[src/rtl/pipe_pkg.sv]
// Shared types and helpers for the generic inter-stage pipeline latch.
package pipe_pkg;

  // Number of words held by one stage (0..2).
  typedef logic [1:0] occupancy_t;

  // Largest number of words a stage can hold (main + skid).
  localparam int unsigned OCC_MAX = 2;

  // Count of valid entries, widened to the occupancy type.
  function automatic occupancy_t occ_count(input logic m_valid, input logic s_valid);
    occupancy_t m_w;
    occupancy_t s_w;
    m_w = {1'b0, m_valid};
    s_w = {1'b0, s_valid};
    return m_w + s_w;
  endfunction

endpackage

[src/rtl/pipeline_latch_slot.sv]
// One storage entry of the pipeline latch: valid, halt tag and opaque payload.
// Control priority: zero (drop everything, payload to 0) > load > clear
// (drop the word but keep the payload so out_data holds its last value).
module pipeline_latch_slot
  import pipe_pkg::*;
#(
  parameter int unsigned WIDTH = 128
) (
  input  logic             clk_i,
  input  logic             rst_ni,
  input  logic             zero_i,
  input  logic             load_i,
  input  logic             clear_i,
  input  logic             halt_i,
  input  logic [WIDTH-1:0] data_i,
  output logic             valid_o,
  output logic             halt_o,
  output logic [WIDTH-1:0] data_o
);

  logic             valid_q, valid_d;
  logic             halt_q,  halt_d;
  logic [WIDTH-1:0] data_q,  data_d;

  // Next-state selection for the entry.
  always_comb begin
    valid_d = valid_q;
    halt_d  = halt_q;
    data_d  = data_q;
    if (zero_i) begin
      valid_d = 1'b0;
      halt_d  = 1'b0;
      data_d  = '0;
    end else if (load_i) begin
      valid_d = 1'b1;
      halt_d  = halt_i;
      data_d  = data_i;
    end else if (clear_i) begin
      valid_d = 1'b0;
      halt_d  = 1'b0;
    end
  end

  // Entry registers, cleared asynchronously.
  always_ff @(posedge clk_i or negedge rst_ni) begin
    if (!rst_ni) begin
      valid_q <= 1'b0;
      halt_q  <= 1'b0;
      data_q  <= '0;
    end else begin
      valid_q <= valid_d;
      halt_q  <= halt_d;
      data_q  <= data_d;
    end
  end

  assign valid_o = valid_q;
  assign halt_o  = halt_q;
  assign data_o  = data_q;

endmodule

[src/rtl/pipeline_latch.sv]
// Generic valid/ready pipeline-stage register with optional skid entry,
// synchronous flush and a sticky halt that freezes the stage once a
// halt-tagged word has been handed downstream. Payload is never interpreted.
//
// With SKID=1, in_ready depends only on registered state, so back-pressure
// never forms a combinational path from out_ready to in_ready.
module pipeline_latch
  import pipe_pkg::*;
#(
  parameter int unsigned WIDTH = 128,
  parameter int unsigned SKID  = 1
) (
  input  logic             CLK,
  input  logic             nRST,
  input  logic             in_valid,
  output logic             in_ready,
  input  logic [WIDTH-1:0] in_data,
  input  logic             in_halt,
  input  logic             flush,
  output logic             out_valid,
  input  logic             out_ready,
  output logic [WIDTH-1:0] out_data,
  output logic             out_halt,
  output logic             halted,
  output occupancy_t       occupancy
);

  logic             m_valid;
  logic             m_halt;
  logic [WIDTH-1:0] m_data;
  logic             s_valid;
  logic             s_halt;
  logic [WIDTH-1:0] s_data;

  logic             m_zero;
  logic             m_load;
  logic             m_clear;
  logic             m_load_halt;
  logic [WIDTH-1:0] m_load_data;

  logic             halted_q, halted_d;
  logic             accept;
  logic             retire;

  // Halted forces the stage invisible in both directions, which also
  // turns accept/retire off and so freezes both entries without extra gating.
  assign out_valid = m_valid & ~halted_q;
  assign retire    = out_valid & out_ready;
  assign accept    = in_valid & in_ready;
  assign out_data  = m_data;
  assign out_halt  = out_valid & m_halt;
  assign halted    = halted_q;
  assign occupancy = occ_count(m_valid, s_valid);

  // Main-entry control: refill from skid first to keep FIFO order.
  always_comb begin
    m_zero      = flush;
    m_load      = 1'b0;
    m_clear     = 1'b0;
    m_load_halt = in_halt;
    m_load_data = in_data;
    if (!flush) begin
      if (retire && s_valid) begin
        m_load      = 1'b1;
        m_load_halt = s_halt;
        m_load_data = s_data;
      end else if ((retire || !m_valid) && accept) begin
        m_load = 1'b1;
      end else if (retire) begin
        m_clear = 1'b1;
      end
    end
  end

  pipeline_latch_slot #(
    .WIDTH (WIDTH)
  ) u_main (
    .clk_i   (CLK),
    .rst_ni  (nRST),
    .zero_i  (m_zero),
    .load_i  (m_load),
    .clear_i (m_clear),
    .halt_i  (m_load_halt),
    .data_i  (m_load_data),
    .valid_o (m_valid),
    .halt_o  (m_halt),
    .data_o  (m_data)
  );

  generate
    if (SKID != 0) begin : g_skid
      logic s_zero;
      logic s_load;
      logic s_clear;

      assign in_ready = ~s_valid & ~halted_q;

      // Skid entry catches a word accepted while main is stalled.
      always_comb begin
        s_zero  = flush;
        s_load  = ~flush & m_valid & ~retire & accept;
        s_clear = ~flush & retire & s_valid;
      end

      pipeline_latch_slot #(
        .WIDTH (WIDTH)
      ) u_skid (
        .clk_i   (CLK),
        .rst_ni  (nRST),
        .zero_i  (s_zero),
        .load_i  (s_load),
        .clear_i (s_clear),
        .halt_i  (in_halt),
        .data_i  (in_data),
        .valid_o (s_valid),
        .halt_o  (s_halt),
        .data_o  (s_data)
      );
    end else begin : g_no_skid
      assign in_ready = ~halted_q & (~m_valid | out_ready);
      assign s_valid  = 1'b0;
      assign s_halt   = 1'b0;
      assign s_data   = '0;
    end
  endgenerate

  // A halt word leaving the stage latches halted; only reset clears it.
  always_comb begin
    halted_d = halted_q | (retire & m_halt);
  end

  // Sticky halt register.
  always_ff @(posedge CLK or negedge nRST) begin
    if (!nRST) begin
      halted_q <= 1'b0;
    end else begin
      halted_q <= halted_d;
    end
  end

endmodule

[config.mk]
export PLATFORM = sky130hd
export DESIGN_NAME = pipeline_latch
export DESIGN_NICKNAME = d
export VERILOG_FILES = /design/src/rtl/pipe_pkg.sv /design/src/rtl/pipeline_latch_slot.sv /design/src/rtl/pipeline_latch.sv
export SDC_FILE = /design/constraint.sdc
export NUM_CORES = 1
export LEC_CHECK = 0
export BUFFER_PORTS_ARGS = -buffer_cell sky130_fd_sc_hd__buf_2
export CORE_AREA = 2 2 180 182
export DETAILED_ROUTE_END_ITERATION = 10
export DIE_AREA = 0 0 182 184
export GPL_TIMING_DRIVEN = 0
export PLACE_DENSITY = 0.69
export SYNTH_ARGS = -nofsm -noshare
export SYNTH_HDL_FRONTEND = slang
export SYNTH_HIERARCHICAL = 1
export SYNTH_SLANG_ARGS = --single-unit
[constraint.sdc]
create_clock -name CLK -period 2.26 [get_ports CLK]
set_input_delay 0.452 -clock CLK [delete_from_list [all_inputs] [get_ports CLK]]
set_output_delay 0.452 -clock CLK [all_outputs]
set_load 0.005 [all_outputs]
==> out/results.txt <==
Synth Area in Simple Gates -> 0.0849
Worst-path clk slew -> 0.06 ns
pwr/cell area -> 705 mW/mm^2
min-delay worst type -> in -> reg
First-pass DRT Iterations -> 4
start point of the worst hold path -> in_halt
CTS tree -> done
routed vias/inst -> 4.90
required time worst endpoint -> 2.66 ns
status -> complete, no violations
grt ovf -> 0
Adder-Cell Fraction of Synth Area -> 0.00101
count of state elements after synthesis -> 261
I/O pin count -> 268
critical path startpoint category -> flop
critical path class -> reg -> reg
Final Setup Violations -> 0
logic gate share of total power -> 0.116
Synth async-reset ratio -> 1.00
WL per Instance -> 17.3 um
drt initial violations -> 336
postcts setup bufs -> 0
critical path endpoint category -> flop
first-pass GRT wire length -> 47800 um
CP Launch Point -> halted
initial antenna violation count -> 5
layout cells sized above 1 -> 0.294
syn_nets -> 1136
final WL -> 29800 um
Final Power -> 0.0107 W
total CTS buffers -> 28
Synth Cell Area -> 0.0124 mm^2
post-CTS sizing -> 0
Max Slew Vio Count -> 0
Die X -> 182 um
Layout area overhead -> 22.8%
post-synthesis xor/xnor area fraction -> 0
Reg power frac -> 0.460
die height -> 184 um
Post-synth EDFFs -> 0
post-synthesis mux area share -> 0.324
post-synth top area cell -> dfrtp_1
clk sinks -> 261
Worst VDD drop -> 0.000455 V
HPWL after detailed placement -> 20500 um
Layout Skew -> 0.0165 ns
Clk pwr share -> 0.424
# DRC -> 0
Final nets -> 1436
Synth top cells by count -> 261 x dfrtp_1, 257 x nor2_1, 256 x mux2i_1
Psw -> 0.00260 W
Worst Hold Margin -> 0.160 ns
Seq/Total Area, Yosys -> 0.527
R2R Path End -> g_skid.u_skid/data_o[38]
Mapped Cells -> 1001
Final min period -> 1.98 ns
Crit Path Max Fanout -> 10
Fmax -> 504 MHz
Synth Area in Compound Gates -> 0.00353
maxcap violations -> 0
placed cell count -> 1672
WHS Endpoint -> g_skid.u_skid/halt_o
Die Area -> 0.0335 mm^2
DR vias -> 8451
Routed Antenna Nets -> 0
Setup TNS Final -> 0 ns
internal power -> 0.00814 W
Synth top area share -> 0.527
row cnt -> 65
count of cell types in the netlist -> 26
FF-to-FF path depth -> 7
Fin. Hold Viols -> 0
worst r2r src -> halted
Post-Layout Cell Count -> 1725
Relative slew margins -> 0.571
most frequent cell after synthesis -> dfrtp_1
number of global-route vias before repair -> 8811
largest net degree at the start of global routing -> 117
flop2flop setup slack -> 0.28 ns
clock tree buffer depth -> 3
Period Utilization, post-route -> 0.878
CTS root buf -> clkbuf_16
initial core utilization -> 0.395
worst slew pin tran -> 0.643 ns
largest family of logic cells by synthesized area -> multiplexers
all-layer global routing usage -> 0.177
ranking of synthesized cells by area -> dfrtp_1 53%, mux2i_1 21%, mux2_1 9.0%
worst endpoint data arrival time -> 2.38 ns
P_leak -> 7.24 nW
core box area -> 0.0314 mm^2
warning count from the yosys run -> 6
Final GP Congestion -> 0.771
port bufs -> 267
hold path cells -> 3
clk_lat worst skew -> 0.55 ns
unrepaired setup endpoints after global routing -> no
CTS H-tree depth -> 1
syn avg cell area -> 12.4 um^2
Sw Ratio -> 0.242
Top FF cell, synth -> dfrtp_1
## sequential cells by signal, indices dropped and copies added, names as in the netlist
register,cells
g_skid.u_skid/halt_o,1
u_main/valid_o,1
halted,1
g_skid.u_skid/valid_o,1
u_main/halt_o,1
u_main/data_o,128
g_skid.u_skid/data_o,128
## placed cells by master, fill, tap and decap left out, drive strengths merged, types with 2 or more instances in the layout
cell type / count
or3b: 2
buf: 315
clkinv: 4
nor4: 2
mux2: 129
nand2: 4
bufinv: 2
a21oi: 4
diode: 2
inv: 3
nor2: 258
clkbuf: 70
dfrtp: 261
nand2b: 2
mux2i: 256
## critical path, cell delays in order, from the launching register on
cell and delay (ns):
dfrtp_1 0.45, or2_2 0.31, nor4_1 0.23, buf_4 0.20, buf_12 0.20, buf_12 0.16, mux2i_1 0.20, nor2_1 0.06
## worst max-delay path by stage
| stage | slack [ns] | cells past startpoint | endpoint |
|---|---|---|---|
| floorplan | 0.47 | 7 | g_skid.u_skid/data_o[113] |
| global placement | -4.17 | 1 | u_main/data_o[88] |
| finish | 0.28 | 7 | g_skid.u_skid/data_o[38] |
| detailed placement | 0.08 | 8 | g_skid.u_skid/data_o[36] |
| CTS | 0.26 | 7 | g_skid.u_skid/data_o[38] |
| global route | 0.12 | 7 | g_skid.u_skid/data_o[38] |
## layout make-up
class / instances / area [um^2]
multi-input cells: 665 / 5120
clock inverters: 6 / 91.3
inverters: 3 / 11.3
plain buffers: 72 / 737
diodes: 2 / 5.00
well taps: 402 / 503
fillers: 2892 / 16200
repair buffers: 270 / 1410
clock buffers: 44 / 821
flip-flops and latches: 261 / 6530
## through the flow
step,setup slack [ns],instance area (um^2),util
finish,0.275,15200,0.485
detailed placement,0.0847,14300,0.456
global placement,-4.17,14200,0.454
global route,0.121,15200,0.485
floorplan,0.470,12400,-
CTS,0.262,15200,0.485
## routing by layer
layer | up-vias | wire (um) | global-route usage
met3 | 36 | 2050 | 0.0438
met1 | 4185 | 13300 | 0.240
li1 | 4003 | - | -
met4 | 6 | 431 | 0.0394
met2 | 221 | 13900 | 0.289
met5 | - | 41 | 0
## logic make-up (layout without fill, tap and decap cells)
logic type / count (synthesis) / after routing
DFF: 261 / 261
and+or+nand+nor: 272 / 272
other: 0 / 2
muxes: 385 / 385
buffers and inverters: 75 / 395
adders and majority gates: 1 / 1
AOI/OAI and AO/OA: 7 / 7
## power groups by stage
stage	sequential (W)	combinational (W)	clock, W
floorplan	0.00502	0.000689	0
global placement	0.00501	0.00124	0
detailed placement	0.00502	0.00127	0
CTS	0.00493	0.00127	0.00471
global route	0.00495	0.00138	0.00491
finish	0.00494	0.00125	0.00455
## repair_timing
item / in CTS / in global routing
endpoints found under the setup margin: 0 / 0
endpoints found under the hold margin: 34 / 0
hold buffers: 1 / 0
Note: power is estimated with default switching activity, not from simulation.
